==> src/rtl/mix_col_engine.sv <==
// AES MixColumns/InvMixColumns/bypass engine, COLS_PER_CYC columns per clock; result after 4/COLS_PER_CYC clocks (bypass 1).
// valid/ready both sides; result holds until out_ready, and in DONE in_ready follows out_ready for back-to-back acceptance.
module mix_col_engine #(
    parameter int COLS_PER_CYC = 1,
    parameter bit OUT_REG      = 1'b1
) (
    input  logic         clk,
    input  logic         rst_n,
    input  logic         in_valid,
    output logic         in_ready,
    input  logic [1:0]   in_mode,
    input  logic [0:127] in_state,
    output logic         out_valid,
    input  logic         out_ready,
    output logic [0:127] out_state,
    output logic         busy
);

    if (!(COLS_PER_CYC == 1 || COLS_PER_CYC == 2 || COLS_PER_CYC == 4)) begin : g_bad_cols
        $error("mix_col_engine: COLS_PER_CYC must be 1, 2 or 4");
    end
    if (!OUT_REG && COLS_PER_CYC != 4) begin : g_bad_outreg
        $error("mix_col_engine: OUT_REG=0 requires COLS_PER_CYC=4");
    end

    typedef enum logic [1:0] {IDLE, BUSY, DONE} state_t;

    localparam logic [1:0] LAST = 2'(4 / COLS_PER_CYC - 1);

    function automatic logic [7:0] xt(input logic [7:0] b);
        return {b[6:0], 1'b0} ^ (b[7] ? 8'h1b : 8'h00);
    endfunction

    function automatic logic [7:0] m3(input logic [7:0] b);
        return xt(b) ^ b;
    endfunction

    function automatic logic [7:0] m9(input logic [7:0] b);
        return xt(xt(xt(b))) ^ b;
    endfunction

    function automatic logic [7:0] mb(input logic [7:0] b);
        return xt(xt(xt(b))) ^ xt(b) ^ b;
    endfunction

    function automatic logic [7:0] md(input logic [7:0] b);
        return xt(xt(xt(b))) ^ xt(xt(b)) ^ b;
    endfunction

    function automatic logic [7:0] me(input logic [7:0] b);
        return xt(xt(xt(b))) ^ xt(xt(b)) ^ xt(b);
    endfunction

    // Row 0 of a column sits in the most significant byte.
    function automatic logic [31:0] mix_col(input logic [31:0] c, input logic inv);
        logic [7:0] a0, a1, a2, a3;
        a0 = c[31:24];
        a1 = c[23:16];
        a2 = c[15:8];
        a3 = c[7:0];
        if (inv) begin
            return {me(a0) ^ mb(a1) ^ md(a2) ^ m9(a3),
                    m9(a0) ^ me(a1) ^ mb(a2) ^ md(a3),
                    md(a0) ^ m9(a1) ^ me(a2) ^ mb(a3),
                    mb(a0) ^ md(a1) ^ m9(a2) ^ me(a3)};
        end
        return {xt(a0) ^ m3(a1) ^ a2 ^ a3,
                a0 ^ xt(a1) ^ m3(a2) ^ a3,
                a0 ^ a1 ^ xt(a2) ^ m3(a3),
                m3(a0) ^ a1 ^ a2 ^ xt(a3)};
    endfunction

    state_t         state_q, state_d;
    logic [1:0]     cnt_q, cnt_d;
    logic [0:127]   work_q, work_d;
    logic [0:127]   out_q, out_d;
    logic           inv_q, inv_d;

    logic           in_busy;
    logic [0:127]   src;
    logic [1:0]     pass_idx;
    logic           inv_sel;
    logic [0:127]   pass_res;
    logic           rdy_fsm;
    logic           accept;

    // The first pass runs on the accept edge straight from in_state, later passes from the working register.
    assign in_busy  = (state_q == BUSY);
    assign src      = in_busy ? work_q : in_state;
    assign pass_idx = in_busy ? cnt_q : 2'd0;
    assign inv_sel  = in_busy ? inv_q : (in_mode == 2'b01);

    always_comb begin
        pass_res = src;
        for (int j = 0; j < COLS_PER_CYC; j++) begin
            pass_res[(int'(pass_idx) * COLS_PER_CYC + j) * 32 +: 32] =
                mix_col(src[(int'(pass_idx) * COLS_PER_CYC + j) * 32 +: 32], inv_sel);
        end
    end

    assign rdy_fsm = (state_q == IDLE) || ((state_q == DONE) && out_ready);
    assign accept  = in_valid && rdy_fsm;

    always_comb begin
        state_d = state_q;
        cnt_d   = cnt_q;
        work_d  = work_q;
        out_d   = out_q;
        inv_d   = inv_q;
        case (state_q)
            BUSY: begin
                work_d = pass_res;
                if (cnt_q == LAST) begin
                    out_d   = pass_res;
                    cnt_d   = 2'd0;
                    state_d = DONE;
                end else begin
                    cnt_d = cnt_q + 2'd1;
                end
            end
            default: begin
                if (accept) begin
                    inv_d = (in_mode == 2'b01);
                    if (in_mode[1]) begin
                        work_d  = in_state;
                        out_d   = in_state;
                        state_d = DONE;
                    end else if (LAST == 2'd0) begin
                        work_d  = pass_res;
                        out_d   = pass_res;
                        state_d = DONE;
                    end else begin
                        work_d  = pass_res;
                        cnt_d   = 2'd1;
                        state_d = BUSY;
                    end
                end else if (state_q == DONE && out_ready) begin
                    state_d = IDLE;
                end
            end
        endcase
    end

    always_ff @(posedge clk or negedge rst_n) begin
        if (!rst_n) begin
            state_q <= IDLE;
        end else begin
            state_q <= state_d;
        end
    end

    always_ff @(posedge clk or negedge rst_n) begin
        if (!rst_n) begin
            cnt_q  <= 2'd0;
            work_q <= '0;
            out_q  <= '0;
            inv_q  <= 1'b0;
        end else begin
            cnt_q  <= cnt_d;
            work_q <= work_d;
            out_q  <= out_d;
            inv_q  <= inv_d;
        end
    end

    if (OUT_REG) begin : g_out_reg
        assign out_valid = (state_q == DONE);
        assign in_ready  = rdy_fsm;
        assign out_state = out_q;
        assign busy      = (state_q != IDLE);
    end else begin : g_out_comb
        assign out_valid = in_valid;
        assign in_ready  = out_ready;
        assign out_state = in_mode[1] ? in_state : pass_res;
        assign busy      = in_valid;
    end

endmodule

==> config.mk <==
export PLATFORM = sky130hd
export DESIGN_NAME = mix_col_engine
export DESIGN_NICKNAME = d
export VERILOG_FILES = /design/src/rtl/mix_col_engine.sv
export SDC_FILE = /design/constraint.sdc
export NUM_CORES = 1
export LEC_CHECK = 0
export ABC_AREA = 1
export CELL_PAD_IN_SITES_DETAIL_PLACEMENT = 2
export CELL_PAD_IN_SITES_GLOBAL_PLACEMENT = 2
export CORE_MARGIN = 1
export CORE_UTILIZATION = 31
export CTS_BUF_LIST = sky130_fd_sc_hd__clkbuf_8
export DETAILED_ROUTE_END_ITERATION = 12
export GPL_ROUTABILITY_DRIVEN = 0
export MAX_ROUTING_LAYER = met4
export PLACE_DENSITY_LB_ADDON = 0.1
export SYNTH_ARGS = -nofsm -noshare
export SYNTH_HDL_FRONTEND = slang
export SYNTH_SLANG_ARGS = --single-unit
==> constraint.sdc <==
create_clock -name clk -period 3.95 [get_ports clk]
set_clock_uncertainty 0.15 [all_clocks]
set_input_delay 0.79 -clock clk [delete_from_list [all_inputs] [get_ports clk]]
set_output_delay 0.79 -clock clk [all_outputs]
set_load 0.05 [all_outputs]
== Yosys cells after proc, flatten, opt, wreduce, memory -nomap -nowiden ==
Cells that the tools add are included.

* Flip-flop bits (word level): 261
* Bits of input ports: 134
* Logic and storage cells: 129

* $add $sub $neg: 2
* Equality and inequality tests: 6
* Shifts and indexed selects: 3
* Muxes and demuxes: 35
* Bitwise operators: 66
* Reduce and logical (&&, ||, !) cells: 12

{| class="wikitable"
|+ Operators with widths
! operator !! number
|-
| 128-bit 2-to-1 mux || 8
|-
| 8-bit bitwise XOR || 54
|-
| 129-bit by 33-bit variable shift with 128-bit output, first input constant || 1
|-
| 128-bit by 32-bit indexed part select with 129-bit output || 1
|-
| 129-bit by 33-bit indexed part select with 128-bit output || 1
|-
| 128-bit bitwise mux || 1
|-
| 8-bit by 5-bit bitwise XOR with 8-bit output || 10
|-
| 32-bit 2-to-1 mux || 2
|-
| 5-bit 2-to-1 mux || 12
|-
| 32-bit negation with 33-bit output || 1
|-
| 7-bit inverter with 32-bit output || 1
|-
| 2-bit 2-to-1 mux || 10
|-
| 2-bit AND reduction || 3
|-
| 2-bit nonzero test || 3
|-
| 2-bit by 1-bit == test with 1-bit output, second input constant || 2
|-
| 2-bit == test, second input constant || 2
|-
| 2-bit by 1-bit inequality test with 1-bit output, second input constant || 2
|-
| 3-bit AND reduction || 1
|-
| 3-bit nonzero test || 1
|-
| 2-bit by 1-bit adder with 2-bit output, second input constant || 1
|-
| 1-bit logical AND || 2
|-
| 2-bit zero test || 1
|-
| 1-bit 2-to-1 mux || 2
|-
| 1-bit logical OR || 1
|-
| 1-bit inverter || 1
|}

== Longest topological paths before layout ==
Gate-level depths: netlist (run 1).

* Depth in word-level cells: 22
* Gate-level depth with buffers: 26

== Worst setup path after synthesis (run 1) ==
No wires, ideal clock.

* Path kind: register -> register
* Start point: register state_q[0]
* End point: register out_q (netlist bit out_state[11])
* Library setup time: 122 ps
* Arrival: 3,324 ps
* Required time: 3,678 ps
* Setup slack: 354 ps
* Stages on the path, launching flop included: 16
* Clock period less this slack: 3,596 ps
* Cell sequence: dfrtp_1 buf_4 buf_4 buf_2 nor2_1 nand2_1 nand2_1 nand2_1 inv_1 nand2_1 nand2_1 clkinv_1 clkbuf_1 clkbuf_1 a21oi_1 a21oi_1

* Elaborated cells between the ends (all ways): 100
* Those cells by class: add/sub (1); eq/ne (3); shift (3); mux (21); bitwise (65); reduce/logical (7)

{| class="wikitable"
|+ RTL lines
! what !! RTL line !! text
|-
| start: declaration || 73 || <nowiki>state_t state_q, state_d;</nowiki>
|-
| start signal: assignment || 148 || <nowiki>state_q <= state_d;</nowiki>
|-
| 2-bit == test || -- ||
|-
| named net out_valid || 13 || <nowiki>output logic out_valid,</nowiki>
|-
| 1-bit logical AND || 101 || <nowiki>assign rdy_fsm = (state_q == IDLE) || ((state_q == DONE) && out_ready);</nowiki>
|-
| 1-bit logical OR || 101 ||
|-
| named net in_ready || 10 || <nowiki>output logic in_ready,</nowiki>
|-
| 1-bit logical AND || 102 || <nowiki>assign accept = in_valid && rdy_fsm;</nowiki>
|-
| 2-bit nonzero test (no line) || -- ||
|-
| 3-bit AND reduction (no line) || -- ||
|-
| end signal: assignment || 161 || <nowiki>out_q <= out_d;</nowiki>
|-
| end: declaration || 76 || <nowiki>logic [0:127] out_q, out_d;</nowiki>
|}

The timed path passes the listed nets, and every way through them passes these cells. The select of a mux whose other input is x is not followed.
A chain may end at the register's enable or synchronous reset.

== Final worst setup path (run 1) ==
* Start point: register state_q[0]
* End point: register work_q[76] in the netlist's numbering

* Longest elaborated chain between the ends: 20
* Elaborated cells between the ends (all ways): 98
* Those cells by class: add/sub (1); eq/ne (2); shift (3); mux (22); bitwise (65); reduce/logical (5)

{| class="wikitable"
|+ Ends and longest elaborated chain
! what !! RTL line !! text
|-
| 2-bit by 1-bit == test with 1-bit output || 88, 110 ||
|-
| 2-bit 2-to-1 mux || 90 || <nowiki>assign pass_idx = in_busy ? cnt_q : 2'd0;</nowiki>
|-
| 7-bit inverter with 32-bit output (implied by the code) || 96, 97 ||
|-
| 128-bit by 32-bit indexed part select with 129-bit output || 97 || <nowiki>mix_col(src[(int'(pass_idx) * COLS_PER_CYC + j) * 32 +: 32], inv_sel);</nowiki>
|-
| 8-bit by 5-bit bitwise XOR with 8-bit output / 5-bit 2-to-1 mux (equally long branches) (2 in series) || 31 || <nowiki>return {b[6:0], 1'b0} ^ (b[7] ? 8'h1b : 8'h00);</nowiki>
|-
| 5-bit 2-to-1 mux / 8-bit by 5-bit bitwise XOR with 8-bit output (equally long branches) || 31 ||
|-
| 8-bit by 5-bit bitwise XOR with 8-bit output || 31 ||
|-
| 8-bit bitwise XOR (on tied branches) (2 in series) || 43, 47, 51 ||
|-
| 8-bit bitwise XOR (on tied branches) (3 in series) || -- ||
|-
| 32-bit 2-to-1 mux || 61 || <nowiki>if (inv) begin</nowiki>
|-
| 32-bit 2-to-1 mux || 67 || <nowiki>return {xt(a0) ^ m3(a1) ^ a2 ^ a3,</nowiki>
|-
| 129-bit by 33-bit indexed part select with 128-bit output || 96 || <nowiki>pass_res[(int'(pass_idx) * COLS_PER_CYC + j) * 32 +: 32] =</nowiki>
|-
| 128-bit bitwise mux || 96 ||
|-
| 128-bit 2-to-1 mux || 124 || <nowiki>if (in_mode[1]) begin</nowiki>
|-
| 128-bit 2-to-1 mux || 122 || <nowiki>if (accept) begin</nowiki>
|-
| 128-bit 2-to-1 mux || 110 || <nowiki>case (state_q)</nowiki>
|-
| end signal: assignment || 160 || <nowiki>work_q <= work_d;</nowiki>
|-
| end: declaration || 75 || <nowiki>logic [0:127] work_q, work_d;</nowiki>
|}

Several ways; a longest one is shown, not always the timed one. The select of a mux whose other input is x is not followed.

==> results.md, run 1 <==
* Post-synth EDFFs at 0
* Setup TNS at -4.904 ns
* Headroom to the max-slew limit at 0.1791
* Fin area at 28200 um^2
* Setup ws final at -0.1982 ns
* Post-DR wirelength/cell at 28.11 um
* Drt drc at 0
* Num CTS Buffers at 52
* First-pass GRT wire length at 170700 um
* Initial Util at 0.3152
* #FFs+latches synth at 261
* Vias in the first global route at 27140
* GRT Total Usage at 0.3541
* Mapped Avg Cell Area at 6.500 um^2
* H-tree depth at 2
* Crit path max-delay cell type: dfrtp_2
* Asr flop ratio synth at 1.000
* Synth warnings at 0
* GRT met3 Usage at 0.04862
* Max clock buf depth at 3
* GR Layer Usage met1 at 0.4642
* Maxcap violations at 0
* Initial antenna violation count at 2
* Worst-Skew Late Latency at 0.68 ns
* DP Area at 25870 um^2
* Status: complete, but fails checks
* Sequential share of the synthesized area at 0.3273
* Worst path top cell family by delay: simple AND/OR/NAND/NOR gates
* Reg clk slew, reported paths at 0.07 ns
* Core ar. at 63310 um^2
* Post-DRT Antenna Nets at 0
* First drt pass iteration count at 5
* Fmax at 241.1 MHz
* Die X at 255.7 um
* Syn nets at 3205
* Vias at 25830
* DRC marker count from the first detailed-route iteration at 2296
* Most used cell, CP: nand2_1
* Failing checks: hold timing, setup timing
* Fraction of layout cells with a size suffix above 1 at 0.1934
* Top cells by area, synth: dfrtp_1 33%, nand2_1 25%, nand3_1 13%, xor2_1 4.3%, o21ai_1 3.5%
* Total gr overflow at 0
* Final Max Tran Viols at 0
* Top FF cell, synth: dfrtp_1
* Min Clock Period, post-route at 4.148 ns
* Clock sinks at 261
* DP HPWL at 88170 um
* Largest area contributor in the netlist: dfrtp_1
* NumNets Final at 3751
* Clk Tree Root Cell: clkbuf_8
* Final Hold Viols at 1
* WP data arrival at 4.52 ns
* Die height at 255.7 um
* Max incr delay on CP at 0.46 ns
* Netlist cell types at 45
* Pin count of the biggest net entering global routing at 107
* Synthesized area at 19960 um^2
* DRT Wirelength at 126600 um
* Hold WS at -0.003763 ns
* Fin crit share at 1.050
* IO buf count at 264
* CP Capture Type: flop
* RSZ-0062 raised after global routing: true
* Share of the synthesized area in the top cell type at 0.3273
* Met2 Usage GRT at 0.5591
* IO Pins at 265
* Worst-margin pin slew at 1.228 ns
* Rows at 92
* Hold crit path type: primary input to async pin
* Filler cells at 7417
* Required time of the critical path at 4.32 ns
* Cells after Synth at 3070
* Final Setup Violations at 90
* CTS tree: done
* CP max FO at 17
* CP Class: flop to flop
* Gr busiest metal: met2
* CP Buf/Inv Count at 7
* CP Launch Type: flop
* Via density at 5.735
* Area Growth Syn to Fin at 41.32%
* Full die area at 65390 um^2
-- repair_timing --
action                     in CTS  in global routing
buffers inserted                5                 34
gates resized for setup        28                124
setup endpoints to repair     145                228
pin swaps                       4                 22
gates cloned                    1                  9
hold buffers                    0                  0
-- worst paths after layout --
check                           cells after the start  slack, ns        from            end
worst max register to register                     26      -0.20  state_q[0]     work_q[76]
max in group asynchronous                           2       2.69       rst_n     work_q[76]
min in group clk                                    2       0.33  work_q[88]     work_q[88]
worst max-delay path                               26      -0.20  state_q[0]     work_q[76]
worst min register to register                      2       0.33  work_q[88]     work_q[88]
worst min-delay path                                1     -0.004       rst_n  out_state[54]
-- metrics by stage --
stage | hold slack, ns | cells | setup slack, ns | util
after floorplan | 0.2939 | 3070 | 0.3540 | -
after global placement | 0.3114 | 4360 | -0.2620 | 0.4087
after detailed placement | 0.3206 | 4360 | -0.4452 | 0.4087
after CTS | 0.06367 | 4459 | -0.05265 | 0.4294
after global routing | 0.07374 | 4502 | -0.2537 | 0.4454
final | -0.003763 | 4503 | -0.1982 | 0.4454
-- cells in the mapped netlist, types with 6 or more instances --
library cell / instances
buf_2: 19
buf_1: 14
xnor2_1: 48
buf_6: 20
nand2_1: 1324
nor2_4: 22
nand3_2: 13
dfrtp_1: 261
nor2_2: 6
and2_1: 8
nor2_1: 53
o21ai_0: 55
or2_2: 17
buf_4: 14
nand2_2: 45
inv_2: 15
o21ai_1: 141
a21oi_1: 80
nand4_1: 9
nand3_1: 524
clkbuf_1: 82
inv_1: 136
xor2_1: 99
or2_1: 6
o211ai_1: 12
-- worst reg2reg max path, cell delays in order, from the launching register on --
cell	delay, ns
dfrtp_2	0.46
buf_12	0.15
nand2_8	0.14
buf_4	0.19
clkbuf_16	0.19
nand2_1	0.11
nand2_1	0.11
nand2_1	0.12
nand2_2	0.13
nor2_4	0.22
inv_1	0.13
nand2_1	0.13
nand2_1	0.15
nand2_1	0.12
nand2_1	0.14
inv_1	0.12
nand2_1	0.06
nand3_1	0.08
nand2_1	0.09
inv_1	0.09
nand3_1	0.10
nand3_1	0.20
and2_4	0.26
buf_4	0.16
nand2_1	0.07
nand3_1	0.08
nand2_1	0.07
-- layer usage --
metal	part of all wire	vias to the layer above
met5	0	-
met4	0.046	0
met3	0.075	371
met2	0.47	1241
met1	0.41	13240
li1	-	10980
-- cell type report --
class | count | area [um^2] | share of cell area
Antenna cell | 2 | 5.005 | 0.0001775
Clock buffer | 68 | 935.9 | 0.03319
Clock inverter | 25 | 205.2 | 0.007276
Inverter | 155 | 595.6 | 0.02112
Multi-Input combinational cell | 2505 | 12670 | 0.4494
Sequential cell | 261 | 6534 | 0.2317
Tap cell | 846 | 1059 | 0.03754
Timing Repair Buffer | 641 | 6193 | 0.2196
-- state kept, by name, indices dropped and copies added (netlist names) --
name       cells
state_q        2
work_q       128
out_state    128
inv_q          1
cnt_q          2
-- cell families (layout without fill, tap and decap cells) --
family,Yosys count,in the layout,synth area share
xor gates and xnor gates,157,157,0.07323
DFF,261,261,0.3273
AOI/OAI and AO/OA,299,299,0.07863
other,0,2,0
buffers and inverters,305,889,0.06966
adders and majority gates,1,1,0.0006269
and+or+nand+nor,2047,2048,0.4506
-- cell usage in the layout (no fill, tap or decap), types with 4 or more instances in the layout --
cell / instances
o211ai_1: 12
nand2_2: 67
or2_2: 17
buf_12: 37
nand3_4: 11
nand2_4: 28
xor2_1: 90
nand2_1: 1279
o21ai_0: 50
nor2_8: 4
inv_1: 147
buf_4: 320
clkinv_2: 7
and2_1: 5
nand4_1: 9
clkbuf_8: 68
buf_16: 5
nor2_1: 50
xor2_2: 13
xnor2_2: 8
a21o_1: 5
clkdlybuf4s50_1: 263
xnor2_1: 43
buf_6: 8
nor2_4: 25
o21ai_1: 135
dfrtp_1: 259
a21oi_1: 80
nand3_1: 505
clkbuf_16: 7
inv_2: 16
o21ai_2: 10
nand3_2: 23
or2_1: 6
nor2_2: 6
Power of run 1 is not shown: default switching activity piles up to over one toggle a cycle in this logic, so the estimate is an artifact.
==> run 2, diff against run 1 <==
ABC_AREA = not set   (was 1)
CORE_UTILIZATION = 34   (was 31)
==> results.md, run 2 <==
* #FFs+latches synth at 261 (unchanged)
* Core ar. at 46560 um^2 (-26%)
* Fmax at 223.1 MHz (-7.4%)
* CP Capture Type: flop
* Fin area at 23850 um^2 (-15%)
* Syn nets at 1845 (-42%)
* NumNets Final at 2379 (-37%)
* Area Growth Syn to Fin at 48.85%
* Headroom to the max-slew limit at 0.1548 (-0.02431)
* Top cells by area, synth: dfrtp_1 41%, xnor2_1 7.4%, a21oi_1 5.7%, o21ai_0 4.9%, o22ai_1 3.9%
* Most common cell after layout, fill and taps aside: buf_4
* Maxcap violations at 0 (unchanged)
* Final Max Tran Viols at 0 (unchanged)
* Setup TNS at -39.92 ns (-35.02 ns)
* Commonest non-fill, non-tap cells in the layout: 291 x buf_4, 263 x clkdlybuf4s50_1, 257 x dfrtp_1
* H-tree depth at 2 (unchanged)
* Drt drc at 0 (unchanged)
* Netlist cell types at 69 (+53%)
* WP data arrival at 4.88 ns (+0.36 ns)
* Failing checks: setup timing
* IO buf count at 264 (unchanged)
* Status: complete, but fails checks
* CP Launch Type: flop
* Asr flop ratio synth at 1.000 (unchanged)
* Hold crit path type: flop to flop
* Clk Tree Root Cell: clkbuf_8
* GRT Total Usage at 0.4202 (+0.06620)
* Fin util at 0.5124 (+0.06694)
* Most numerous cell in the Yosys netlist: dfrtp_1
* Vias at 19510 (-24%)
* Fin crit share at 1.135 (+0.08447)
* DRT Wirelength at 113900 um (-10%)
* Crit path cell chain: buf_12 -> buf_6 -> mux2i_1 -> o2bb2ai_1 -> a221o_1 -> buf_6 -> buf_4 -> xnor2_1 -> xor2_1 -> xnor2_1 -> nor2_1 -> a21oi_1 -> buf_4 -> o21a_1 -> o22ai_1
* Full die area at 48000 um^2 (-27%)
* Post-DR wirelength/cell at 39.30 um (+40%)
* Max clock buf depth at 3 (unchanged)
* Setup ws final at -0.5318 ns (-0.3337 ns)
* Required time of the critical path at 4.35 ns (+0.03 ns)
* Min Clock Period, post-route at 4.482 ns (+0.3337 ns)
* CP max FO at 5 (-12)
* Clock sinks at 261 (unchanged)
* DP Area at 21270 um^2 (-18%)
* Synth warnings at 0 (unchanged)
* Post-DRT Antenna Nets at 0 (unchanged)
* Final Hold Viols at 0 (-1)
* Fraction of layout cells with a size suffix above 1 at 0.2606 (+0.06719)
* RSZ-0062 raised after global routing: true
* Sequential share of the synthesized area at 0.4076 (+0.08026)
* Crit path max-delay cell type: xnor2_1
* Synth top cells by count: 261 x dfrtp_1, 183 x a21oi_1, 157 x o21ai_0
* Die height at 219.1 um (-14%)
* Die X at 219.1 um (-14%)
* DP HPWL at 67800 um (-23%)
* Initial Util at 0.3442 (+0.02902)
* Initial antenna violation count at 6 (+4)
* Total gr overflow at 0 (unchanged)
* Rows at 79 (-14%)
* Final Setup Violations at 237 (+160%)
* CP Class: flop to flop
* Max incr delay on CP at 0.59 ns (+0.13 ns)
* Cells after Synth at 1710 (-44%)
* Via density at 6.730 (+17%)
* Reg2reg setup slack at -0.53 ns (-0.33 ns)
* First drt pass iteration count at 5 (unchanged)
* Top FF cell, synth: dfrtp_1
* Worst-Skew Late Latency at 0.72 ns (+0.04 ns)
* Pin count of the biggest net entering global routing at 81 (-24%)
* Worst path top cell family by delay: XOR/XNOR gates
* CTS tree: done
* CP Buf/Inv Count at 5 (-2)
* DRC marker count from the first detailed-route iteration at 2613 (+14%)
* Synthesized area at 16030 um^2 (-20%)
* Reg clk slew, reported paths at 0.08 ns (about the same)
* IO Pins at 265 (unchanged)
* Worst-margin pin slew at 1.263 ns (+0.03477 ns)
* Vias in the first global route at 19760 (-27%)
* First-pass GRT wire length at 140700 um (-18%)
* Post-synth EDFFs at 0 (unchanged)
* Num CTS Buffers at 51 (-1.9%)
* Mapped Avg Cell Area at 9.372 um^2 (+44%)
* Largest area contributor in the netlist: dfrtp_1
* Share of the synthesized area in the top cell type at 0.4076 (+0.08026)
## run 2: changes by cell type after synthesis, moves of 81 or more
cell	previous run	this run
o21ai_0	55	157
o21ai_1	141	11
nor2_1	53	134
nand3_1	524	17
o22ai_1	0	99
a21oi_1	80	183
inv_1	136	5
nand2_1	1324	140
xnor2_1	48	135
## run 2: final timing paths
| kind | start | endpoint | depth (start not counted) |
|---|---|---|---|
| setup / recovery | cnt_q[1] | work_q[2] | 15 |
| hold / removal | out_state[63] | out_state[63] | 2 |
| setup reg to reg | cnt_q[1] | work_q[2] | 15 |
| hold reg to reg | out_state[63] | out_state[63] | 2 |
| max in group asynchronous | rst_n | inv_q | 3 |
| min in group asynchronous | rst_n | out_state[118] | 2 |
## run 2: logic make-up (layout without fill, tap and decap cells)
logic type | Yosys count | in the layout | share of synthesized area
flops | 261 | 261 | 0.4076
simple gates | 386 | 386 | 0.1070
mux | 61 | 61 | 0.05754
compound gates | 628 | 628 | 0.2385
fa+ha+maj | 1 | 1 | 0.0007806
xor+xnor | 229 | 229 | 0.1520
buf+inv | 144 | 717 | 0.03662
other cells | 0 | 9 | 0
## run 2: routing by layer
| metal | wire, um | vias up | part of all wire | track usage |
|---|---|---|---|---|
| met5 | 0 | - | 0 | - |
| li1 | - | 7340 | - | - |
| met1 | 41580 | 10040 | 0.37 | 0.5284 |
| met3 | 13270 | 608 | 0.12 | 0.08981 |
| met2 | 50080 | 1520 | 0.44 | 0.6339 |
| met4 | 8979 | 0 | 0.079 | 0.2194 |
## run 2: final cells by class
cell class              count  area [um^2]
multi-input cells        1305         9722
inverters                   5        31.28
flip-flops and latches    261         6539
well taps                 607        759.5
diodes                      9        22.52
clock buffers              63        867.1
clock inverters            29        136.4
fillers                  4733        22700
repair buffers            620         5777
## run 2: worst register-to-register path, cell delays in order (launching register included)
cell and delay [ns]:
dfrtp_4 0.52, buf_12 0.18, buf_6 0.14, mux2i_1 0.33
o2bb2ai_1 0.18, a221o_1 0.38, buf_6 0.18, buf_4 0.13
xnor2_1 0.35, xor2_1 0.22, xnor2_1 0.59, nor2_1 0.20
a21oi_1 0.21, buf_4 0.23, o21a_1 0.19, o22ai_1 0.13
## run 2: timing repair
item,CTS,global route
pin swaps,9,68
cloned,0,1
endpoints found under the hold margin,42,0
setup buffers,24,48
hold buffers,1,0
gates resized for setup,38,163
endpoints found under the setup margin,176,205
## run 2: metrics by stage
| step | setup WS (ns) | hold slack (ns) | std cells |
|---|---|---|---|
| 2_1_floorplan | 0.1652 | 0.3136 | 1710 |
| 3_3_place_gp | -0.2226 | 0.3084 | 2728 |
| 3_5_place_dp | -0.3950 | 0.3147 | 2728 |
| 4_1_cts | 0.0007443 | 0.3285 | 2845 |
| 5_1_grt | -0.4430 | 0.3546 | 2896 |
| 6_report | -0.5318 | 0.3210 | 2899 |
Power of run 2 is left out for the same reason.
